File: config.mk
export PLATFORM = sky130hd
export DESIGN_NAME = array_stats
export DESIGN_NICKNAME = d
export VERILOG_FILES = /design/src/rtl/array_stats_pkg.sv /design/src/rtl/array_stats_acc.sv /design/src/rtl/array_stats.sv
export SDC_FILE = /design/constraint.sdc
export NUM_CORES = 1
export LEC_CHECK = 0
export ABC_AREA = 0
export CORE_MARGIN = 2
export CORE_UTILIZATION = 35
export CTS_CLUSTER_DIAMETER = 40
export DETAILED_ROUTE_END_ITERATION = 7
export SETUP_SLACK_MARGIN = 0.02
export SLEW_MARGIN = 40
export SYNTH_ARGS = -nofsm -noshare
export SYNTH_HDL_FRONTEND = slang
export SYNTH_SLANG_ARGS = --single-unit
export TNS_END_PERCENT = 100
File: constraint.sdc
create_clock -name Clk -period 2.5 [get_ports Clk]
set_input_delay 0.5 -clock Clk [delete_from_list [all_inputs] [get_ports Clk]]
set_output_delay 0.5 -clock Clk [all_outputs]
set_load 0.005 [all_outputs]
File: src/rtl/array_stats_pkg.sv
// Shared types and width helpers for the array statistics engine.
package array_stats_pkg;

  typedef enum logic [1:0] {IDLE, RUN, DONE} state_t;

  function automatic int sum_w(input int data_w, input int addr_w);
    return data_w + addr_w;
  endfunction

  function automatic int cnt_w(input int addr_w);
    return addr_w + 1;
  endfunction

endpackage

File: src/rtl/array_stats_acc.sv
// Running sum / odd-count / min / max accumulators. The *_nxt outputs already
// include the current data word so the final element can be captured on the same edge.
module array_stats_acc
  import array_stats_pkg::*;
#(
  parameter int  DATA_W = 8,
  parameter int  ADDR_W = 3,
  localparam int SUM_W  = sum_w(DATA_W, ADDR_W),
  localparam int CNT_W  = cnt_w(ADDR_W)
) (
  input  logic              Clk,
  input  logic              Rst,
  input  logic              clr,
  input  logic              en,
  input  logic [DATA_W-1:0] data,
  output logic [SUM_W-1:0]  sum_nxt,
  output logic [CNT_W-1:0]  odd_nxt,
  output logic [DATA_W-1:0] min_nxt,
  output logic [DATA_W-1:0] max_nxt
);

  logic [SUM_W-1:0]  sum_q;
  logic [CNT_W-1:0]  odd_q;
  logic [DATA_W-1:0] min_q;
  logic [DATA_W-1:0] max_q;

  assign sum_nxt = sum_q + SUM_W'(data);
  assign odd_nxt = odd_q + CNT_W'(data[0]);
  assign min_nxt = (data < min_q) ? data : min_q;
  assign max_nxt = (data > max_q) ? data : max_q;

  always_ff @(posedge Clk) begin
    if (Rst || clr) begin
      sum_q <= '0;
      odd_q <= '0;
      min_q <= '1;
      max_q <= '0;
    end else if (en) begin
      sum_q <= sum_nxt;
      odd_q <= odd_nxt;
      min_q <= min_nxt;
      max_q <= max_nxt;
    end
  end

endmodule

File: src/rtl/array_stats.sv
// Walks a DEPTH-entry synchronous-read memory and reports sum, average,
// odd count, min and max; results hold until the next run completes.
module array_stats
  import array_stats_pkg::*;
#(
  parameter int  DATA_W = 8,
  parameter int  DEPTH  = 8,
  localparam int ADDR_W = $clog2(DEPTH),
  localparam int SUM_W  = sum_w(DATA_W, ADDR_W),
  localparam int CNT_W  = cnt_w(ADDR_W)
) (
  input  logic              Clk,
  input  logic              Rst,
  input  logic              go,
  output logic [ADDR_W-1:0] mem_addr,
  input  logic [DATA_W-1:0] mem_data,
  output logic              busy,
  output logic              done,
  output logic [SUM_W-1:0]  sum,
  output logic [DATA_W-1:0] average,
  output logic [CNT_W-1:0]  countodd,
  output logic [DATA_W-1:0] min,
  output logic [DATA_W-1:0] max
);

  localparam logic [ADDR_W-1:0] LAST = ADDR_W'(DEPTH - 1);

  state_t            state;
  logic [1:0]        vld_pipe;  // [0] address issued this cycle, [1] mem_data valid this cycle
  logic [ADDR_W-1:0] addr;
  logic              clr, en, fin;
  logic [SUM_W-1:0]  sum_nxt;
  logic [CNT_W-1:0]  odd_nxt;
  logic [DATA_W-1:0] min_nxt, max_nxt;

  assign clr      = go && (state != RUN);
  assign en       = (state == RUN) && vld_pipe[1];
  assign fin      = en && !vld_pipe[0];
  assign mem_addr = addr;

  array_stats_acc #(.DATA_W(DATA_W), .ADDR_W(ADDR_W)) u_acc (
    .Clk     (Clk),
    .Rst     (Rst),
    .clr     (clr),
    .en      (en),
    .data    (mem_data),
    .sum_nxt (sum_nxt),
    .odd_nxt (odd_nxt),
    .min_nxt (min_nxt),
    .max_nxt (max_nxt)
  );

  always_ff @(posedge Clk) begin
    if (Rst) begin
      state    <= IDLE;
      vld_pipe <= '0;
      addr     <= '0;
      busy     <= 1'b0;
      done     <= 1'b0;
      sum      <= '0;
      average  <= '0;
      countodd <= '0;
      min      <= '0;
      max      <= '0;
    end else begin
      case (state)
        IDLE, DONE: begin
          if (go) begin
            state    <= RUN;
            addr     <= '0;
            vld_pipe <= 2'b01;
            busy     <= 1'b1;
            done     <= 1'b0;
          end
        end
        RUN: begin
          vld_pipe[1] <= vld_pipe[0];
          if (vld_pipe[0]) begin
            if (addr == LAST) vld_pipe[0] <= 1'b0;
            else              addr        <= addr + 1'b1;
          end
          // last element drains one cycle after the final address stops issuing
          if (fin) begin
            state    <= DONE;
            busy     <= 1'b0;
            done     <= 1'b1;
            sum      <= sum_nxt;
            average  <= sum_nxt[SUM_W-1:ADDR_W];
            countodd <= odd_nxt;
            min      <= min_nxt;
            max      <= max_nxt;
          end
        end
        default: state <= IDLE;
      endcase
    end
  end

endmodule

Word-level counts from Yosys, hierarchy flattened
Index checks and enable logic that the tools add are counted.
{"block": "classes", "n_eq_ne": 8, "n_reduce_logical": 13, "magnitude_cmp": 2, "addsub": 3, "muxes": 18}
{"cell": "$mux 8", "count": 2}
{"cell": "$add 11x8->11", "count": 1}
{"cell": "$mux 3", "count": 3}
{"cell": "$gt 8x8->1", "count": 1}
{"cell": "$lt 8x8->1", "count": 1}
{"cell": "$ne 2x2->1 const B", "count": 4}
{"cell": "$pmux 2 s2", "count": 2}
{"cell": "$mux 1", "count": 6}
{"cell": "$pmux 3 s2", "count": 1}
{"cell": "$reduce_and 2->1", "count": 3}
{"cell": "$add 4x1->4", "count": 1}
{"cell": "$mux 2", "count": 2}
{"cell": "$pmux 1 s2", "count": 2}
{"cell": "$reduce_and 4->1", "count": 1}
{"cell": "$add 3x1->3 const B", "count": 1}
{"cell": "$eq 3x3->1 const B", "count": 1}
{"cell": "$logic_and 1x1->1", "count": 3}
{"cell": "$reduce_and 3->1", "count": 1}
{"cell": "$eq 2x1->1 const B", "count": 1}
{"cell": "$eq 2x2->1 const B", "count": 1}
{"cell": "$logic_not 2->1", "count": 1}
{"cell": "$ne 2x1->1 const B", "count": 1}
{"cell": "$reduce_bool 2->1", "count": 1}
{"cell": "$reduce_or 2->1", "count": 1}
{"cell": "2 further kinds", "count": 2}
{"block": "totals", "ff_bits": 79, "word_cells": 58, "input_bits": 11}

Logic depth before layout (Yosys ltp)
Gate-level depths: netlist (run 1).
{"block": "depth", "depth_word": 5, "depth_mapped": 8, "mapped_depth_nobuf": 7}

Hierarchy
Synthesis (run 1) repeated with hierarchy kept, for this count alone.
{"block": "unflattened", "hier_cells": 453, "area_unflattened_um2": 3843.7}
{"mod": "array_stats_acc", "instances": 1, "cells_each": 267, "area_per_inst_um2": 2267.2, "seq_area_each_um2": 620.6}
{"mod": "array_stats", "instances": 1, "cells_each": 186, "area_per_inst_um2": 1576.5, "seq_area_each_um2": 800.8}

Least setup slack after synthesis (run 1)
OpenSTA, ideal clock, no wires.
{"block": "synth_path", "path_kind": "input to register", "start": "input port mem_data[0]", "end": "register u_acc.sum_q[10]", "stages": 7, "n_path_buf": 0, "setup_ns": 0.127, "required_ns": 2.373, "slack_ns": 0.517, "arrival_time_ns": 1.856, "path_cell_list": "ha_1 fa_1 a21oi_1 o22ai_1 o21ai_1 a211oi_1 mux2i_1"}
{"block": "synth_between", "elab_chain_cells": 1}
{"item": "from (decl)", "line_no": "array_stats.sv:16", "text": "input logic [DATA_W-1:0] mem_data,"}
{"item": "$add 11x8->11", "line_no": "array_stats_acc.sv:27", "text": "assign sum_nxt = sum_q + SUM_W'(data);"}
{"item": "to (signal assigned)", "line_no": "array_stats_acc.sv:39", "text": "sum_q <= sum_nxt;"}
{"item": "to (decl)", "line_no": "array_stats_acc.sv:22", "text": "logic [SUM_W-1:0] sum_q;"}
Every way passes these cells.
A chain may end at the register's enable or synchronous reset.

Worst setup path after layout (run 1)
Same ends and word-level chain as after synthesis.

==> results of run 1 <==
## Yosys cell counts, types with 8 or more instances
cell type,instances
buf_2,9
ha_1,27
nand2_1,59
mux2i_1,10
dfxtp_1,71
nor3_1,19
a21oi_1,34
nand3_1,35
nor2_1,27
o21ai_0,21
buf_4,8
a311oi_1,9
nor4_1,10
clkbuf_1,14
inv_1,18
## registers in the layout, summed over array words and instances, names as in the netlist
name / flops
max: 8
mem_addr: 3
u_acc.max_q: 8
min: 8
state: 2
u_acc.odd_q: 4
busy: 1
u_acc.min_q: 8
done: 1
vld_pipe: 2
sum: 11
countodd: 4
u_acc.sum_q: 11
## power groups by stage
stage          logic, mW  clock network (mW)  registers (mW)
2_1_floorplan      0.125                   0            1.18
3_3_place_gp       0.238                   0            1.18
3_5_place_dp       0.241                   0            1.18
4_1_cts            0.242                1.11            1.15
6_report           0.241                1.08            1.15
5_1_grt            0.269                1.14            1.16
## repair_timing
action / CTS / global route
buffers inserted: 0 / 0
endpoints found under the setup margin: 0 / 1
resized for setup: 0 / 1
## kinds of logic (layout without fill, tap and decap cells)
group	count (synthesis)	after routing	synth area share
DFF	71	71	0.3763
xor gates and xnor gates	7	7	0.01623
and+or+nand+nor	186	186	0.2411
AOI/OAI and AO/OA	100	100	0.1756
buffers and inverters	53	133	0.06956
adders and majority gates	28	28	0.09473
muxes	10	10	0.02650
## worst paths after layout
kind,to,slack (ns)
setup / recovery,u_acc.sum_q[10],0.15
hold / removal,u_acc.sum_q[5],0.46
setup reg to reg,u_acc.sum_q[10],0.45
hold reg to reg,u_acc.sum_q[5],0.46
## tightest hold or removal path: cells and delay by family (launching register included)
| family | cells | cell delay, ns |
|---|---|---|
| AOI/OAI and AO/OA | 1 | 0.05 |
| DFF | 1 | 0.32 |
| and+or+nand+nor | 1 | 0.05 |
## final cells by class
| cell class | instances | area (µm²) |
|---|---|---|
| Sequential cell | 71 | 1421 |
| Timing Repair Buffer | 99 | 890.9 |
| Multi-Input combinational cell | 331 | 2100 |
| Clock inverter | 7 | 102.6 |
| Clock buffer | 9 | 123.9 |
| Fill cell | 1021 | 5540 |
| Inverter | 18 | 67.56 |
| Tap cell | 136 | 170.2 |
## stage by stage
stage          TNS (ns)  hold slack [ns]
2_1_floorplan         0           0.4400
3_3_place_gp     -3.395           0.4456
3_5_place_dp     -4.959           0.4478
4_1_cts               0           0.4679
5_1_grt               0           0.4757
6_report              0           0.4649
## layer usage
metal,global-route usage,vias up,part of all wire
met5,0,-,0
met4,0.07326,0,0.018
met3,0.03814,12,0.042
met2,0.2844,65,0.45
met1,0.2280,1622,0.49
li1,-,1768,-
==> impl_metrics.csv, run 1 <==
group,metric,value,unit
power_and_ir_drop,power-per-cell-area,507.3,mW/mm²
final_layout,area_delta_synth_final,29.08,%
timing,tightest_slew,0.7403,ns
final_layout,non_filler_instance_count_after_layout,671,
final_layout,final_common_cell,"dfxtp_1",
clock_network,cts_tree,"built",
timing,grt_setup_unrepaired,"false",
clock_network,ctsHoldBuffers,0,
routing,avgViaCountPerCell,5.167,
power_and_ir_drop,p_leak,1.824,nW
worst_setup_path,worst_setup_path_start_kind,"input port",
routing,drt.antenna.violating_nets,0,
worst_setup_path,worst_reg_to_reg_path_cell_count,7,
job,max-cap-violations,0,
clock_network,cts.root.buffer_cell,"clkbuf_8",
routing,drt_iter0_markers,168,
worst_setup_path,cp_required,2.74,ns
worst_setup_path,setup.worst_path.class,"input port to flip-flop",
placement,dp_hpwl,6946,µm
final_layout,antenna_cells_inserted,0,
hold_path,hold_path_depth,2,
final_layout,postLayoutCoreUtil,0.4681,
timing,timing_max_transition_violations_final,0,
worst_setup_path,worst_setup_path_startpoint,"mem_data[0]",
timing,max-slew-margin-rel,0.5065,
worst_setup_path,critPathSlowestCell,"clkdlybuf4s50_1",
worst_setup_path,beginning_of_the_worst_register_to_register_path,"u_acc.sum_q[0]",
synth,ys.flop_type,"dfxtp_1",
power_and_ir_drop,sw_pwr,0.6456,mW
hold_path,holdCritPathClass,"flip-flop to flip-flop",
worst_setup_path,crit_path_max_fanout,5,
global_route,grt_overflow_total,0,
die,fp.coreArea,0.01042,mm²
routing,dr_vias,3467,
worst_setup_path,critPathArrivalTime,2.59,ns
synth,netlist_area,0.003777,mm²
timing,skew,0.01297,ns
placement,detailed_place.area,0.004647,mm²
timing,highest_attainable_clock_frequency,425.6,MHz
synth,synth-seq-cells,71,
synth,ys_async_sr_fraction,0,
routing,wl_cell,14.37,µm
power_and_ir_drop,p_int,1.828,mW
hold_path,launch_instance_of_the_worst_min_delay_path,"u_acc.sum_q[5]",
synth,syn_nets,494,
die,floorplan.die.height,107.9,µm
worst_setup_path,critical_path.max_stage_delay,0.45,ns
timing,hold_viol,0,
final_layout,fin_nets,569,
power_and_ir_drop,power.total,2.473,mW
synth,synth_enable_flop_cells,0,
die,start_util,0.3626,
power_and_ir_drop,pwr-share-comb,0.097,
synth,synth.yosys.warnings,0,
final_layout,layout_common_cells,"dfxtp_1, nand2_1, clkdlybuf4s50_1",
clock_network,max-clock-path-buffers,2,
synth,synthesized_netlist_cell_count,455,
power_and_ir_drop,power.switching_fraction,0.2610,
worst_setup_path,crit_buf_inv,1,
die,design.die.area,0.01164,mm²
synth,synth.yosys.seq_area_share,0.3763,
final_layout,finish.instance_area,0.004876,mm²
placement,portBuffers,54,
synth,post_synth_main_area_contributors,"dfxtp_1, ha_1, nand2_1",
synth,yosys.area.top_type,"dfxtp_1",
synth,syn_area_per_cell,8.302,µm²
timing,fin_crit_period,2.350,ns
clock_network,cts.htree.levels,3,
routing,initial_drt_pass_iterations,4,
power_and_ir_drop,power_frac_seq,0.466,
synth,yosysTopAreaCellShare,0.3763,
power_and_ir_drop,worst_ir_drop_vdd,0.2274,mV
placement,gp_congestion,0.8265,
final_layout,post_route_cells_drive_above_1_share,0.1383,
timing,final_min_period_over_clock_period,0.9399,
power_and_ir_drop,power.clock.fraction,0.436,
global_route,grt_start_max_net_pins,32,
clock_network,total_clock_buffers_created_by_cts,9,
synth,synth.distinct_cells,57,
placement,placement.setup.worst_slack,-0.2167,ns
global_route,grt_pass1_vias,3406,
timing,setup_violations,0,
clock_network,clk_pin_slew_worst_paths,0.09,ns
clock_network,insertion_delay,0.37,ns
placement,place.detailed.instances,655,
global_route,global_route.usage.total,0.1766,
die,placement_rows,37,
die,floorplan.die.width,107.9,µm
worst_setup_path,worst_setup_path_end_kind,"flip-flop",
routing,drt-total-wl,9645,µm
die,pin_count,55,
global_route,antenna_found_initial,0,
timing,timing.final.ws_setup,0.1503,ns
worst_setup_path,worst-path-stages,8,
routing,post-route-drc-count,0,
worst_setup_path,timing.critical_path.max_delay_family,"compound AO/OA/AOI/OAI gates",
worst_setup_path,critical_path_cell_by_cell,"clkdlybuf4s50_1 -> ha_1 -> fa_1 -> a21oi_1 -> o22ai_1 -> o21ai_1 -> a211oi_1 -> mux2i_1",
clock_network,cts.sinks,71,
status,status,"finished clean",
global_route,grt_first_pass_wirelength,16150,µm
Note: power is estimated with default switching activity, not from simulation.
==> run 2, diff against run 1 <==
--- a/config.mk
+++ b/config.mk
@@ -6,7 +6,7 @@
 export NUM_CORES = 1
 export LEC_CHECK = 0
 export ABC_AREA = 0
-export CORE_MARGIN = 2
+export CORE_MARGIN = 5
 export CORE_UTILIZATION = 35
 export CTS_CLUSTER_DIAMETER = 40
 export DETAILED_ROUTE_END_ITERATION = 7
==> impl_metrics.csv, run 2 (synthesis gave the netlist of run 1 again) <==
group,metric,value,unit
final_layout,largest_registers,"sum: 11 flops, u_acc.sum_q: 11 flops",
clock_network,clk_pin_slew_worst_paths,0.07,ns
global_route,groute.layer.met3.usage,0.04032,
worst_setup_path,reg2reg_to,"max[4]",
power_and_ir_drop,p_leak,1.850,nW
worst_setup_path,worst_reg_to_reg_path_cell_count,9,
routing,drt.antenna.violating_nets,0,
power_and_ir_drop,power.total,2.287,mW
die,fp.coreArea,0.01070,mm²
worst_setup_path,crit_path_max_fanout,5,
global_route,grt_pass1_vias,3489,
final_layout,antenna_cells_inserted,0,
global_route,use_met2,0.2678,
status,status,"finished clean",
clock_network,post_cts.resized_instances,0,
power_and_ir_drop,p_int,1.708,mW
routing,wl_cell,14.80,µm
timing,final_min_period_over_clock_period,0.9425,
hold_path,launch_instance_of_the_worst_min_delay_path,"u_acc.odd_q[0]",
final_layout,fin_nets,578,
die,placement_rows,38,
routing,drt_iter0_markers,172,
hold_path,min_delay_worst_endpoint,"u_acc.odd_q[0]",
final_layout,filler_instances,1061,
routing,initial_drt_pass_iterations,5,
timing,tightest_slew,0.7319,ns
die,design.die.area,0.01297,mm²
clock_network,max-clock-path-buffers,2,
routing,post-route-drc-count,0,
die,start_util,0.3531,
die,pin_count,55,
clock_network,ctsHoldBuffers,0,
placement,gp_congestion,0.8266,
routing,avgViaCountPerCell,5.132,
clock_network,cts.root.buffer_cell,"clkbuf_8",
power_and_ir_drop,power.clock.fraction,0.386,
final_layout,layout_common_cells,"dfxtp_1, nand2_1, buf_4",
hold_path,holdCritPathClass,"flip-flop to flip-flop",
timing,max-slew-margin-rel,0.5120,
die,floorplan.die.width,113.9,µm
worst_setup_path,worst_setup_path_startpoint,"mem_data[4]",
timing,highest_attainable_clock_frequency,424.4,MHz
worst_setup_path,worst_setup_path_start_kind,"input port",
worst_setup_path,setup.worst_path.class,"input port to flip-flop",
clock_network,total_clock_buffers_created_by_cts,9,
timing,setup_violations,0,
power_and_ir_drop,sw_pwr,0.5790,mW
routing,drt-total-wl,10110,µm
timing,skew,0.009962,ns
global_route,use_met1,0.2125,
job,max-cap-violations,0,
worst_setup_path,reg2reg_slack,0.48,ns
clock_network,cts_tree,"built",
placement,detailed_place.area,0.004707,mm²
worst_setup_path,cp_required,2.80,ns
power_and_ir_drop,power_frac_seq,0.505,
global_route,antenna_found_initial,0,
global_route,global_route.usage.total,0.1645,
power_and_ir_drop,pwr-share-comb,0.109,
worst_setup_path,worst_setup_path_end_kind,"flip-flop",
placement,dp_hpwl,7272,µm
global_route,grt_busiest_layer,"met2",
placement,portBuffers,54,
timing,grt_setup_unrepaired,"true",
clock_network,cts.sinks,71,
final_layout,final_common_cell,"dfxtp_1",
power_and_ir_drop,worst_ir_drop_vdd,0.2957,mV
global_route,grt_first_pass_wirelength,17000,µm
global_route,grt_start_max_net_pins,32,
clock_network,insertion_delay,0.36,ns
final_layout,area_delta_synth_final,30.01,%
worst_setup_path,beginning_of_the_worst_register_to_register_path,"u_acc.max_q[1]",
worst_setup_path,critPathArrivalTime,2.66,ns
clock_network,cts.htree.levels,3,
timing,timing_max_transition_violations_final,0,
final_layout,finish.instance_area,0.004911,mm²
timing,fin_crit_period,2.356,ns
final_layout,post_route_cells_drive_above_1_share,0.1529,
timing,hold_viol,0,
power_and_ir_drop,power-per-cell-area,465.8,mW/mm²
routing,dr_vias,3505,
power_and_ir_drop,power.switching_fraction,0.2531,
clock_network,postCtsSetupRepairBufs,0,
global_route,grt_overflow_total,0,
hold_path,hold_path_depth,2,
die,floorplan.die.height,113.9,µm
==> run 2: changes by cell type in the layout (fill, tap and decap cells not counted), moves of 2 or more <==
| cell | previous run | this run |
|---|---|---|
| inv_6 | 4 | 0 |
| buf_4 | 44 | 54 |
| clkinv_2 | 0 | 2 |
| clkbuf_1 | 0 | 2 |
==> run 2: routing by layer <==
| layer | wire length, µm | vias up |
|---|---|---|
| li1 | - | 1785 |
| met1 | 4955 | 1638 |
| met2 | 4557 | 68 |
| met3 | 424 | 14 |
| met4 | 168 | 0 |
| met5 | 0 | - |
==> run 2: area by class of cell <==
cell class	count	area, µm²	area share
clock buffer	11	131.4	0.02675
clock inverter	4	47.55	0.009682
inverter	18	67.56	0.01376
multi-input combinational	331	2120	0.4316
sequential	71	1421	0.2894
tap	140	175.2	0.03567
timing repair buffer	108	948.4	0.1931
==> run 2: critical path, stage by stage <==
cell	delay (ns)
clkdlybuf4s50_1	0.59
ha_1	0.43
a21oi_1	0.10
o22ai_1	0.25
o21ai_1	0.09
buf_4	0.15
or4_1	0.46
nand3_1	0.09
==> run 2: through the flow <==
step	std cells	setup TNS, ns	hold slack (ns)	setup slack, ns	util
floorplan	455	0	0.4400	0.5170	-
global placement	668	-5.165	0.4455	-0.1959	0.4400
detailed placement	668	-7.249	0.4491	-0.2164	0.4400
CTS	683	0	0.4639	0.1394	0.4567
global route	683	0	0.4791	0.01816	0.4591
finish	683	0	0.4625	0.1437	0.4591
==> run 2: worst max path at each step <==
| stage | endpoint | slack [ns] | cells past startpoint |
|---|---|---|---|
| after floorplan | u_acc.sum_q[10] | 0.52 | 7 |
| after global placement | sum[9] | -0.20 | 7 |
| after detailed placement | u_acc.min_q[0] | -0.22 | 7 |
| after CTS | u_acc.sum_q[10] | 0.14 | 9 |
| after global routing | u_acc.sum_q[10] | 0.02 | 8 |
| final | u_acc.sum_q[8] | 0.14 | 8 |
==> run 2: power by group through the flow <==
stage,clock (mW),sequential [mW],combinational (mW)
floorplan,0,1.18,0.125
global placement,0,1.18,0.244
detailed placement,0,1.18,0.248
CTS,0.912,1.15,0.251
global route,0.965,1.16,0.275
finish,0.883,1.15,0.250
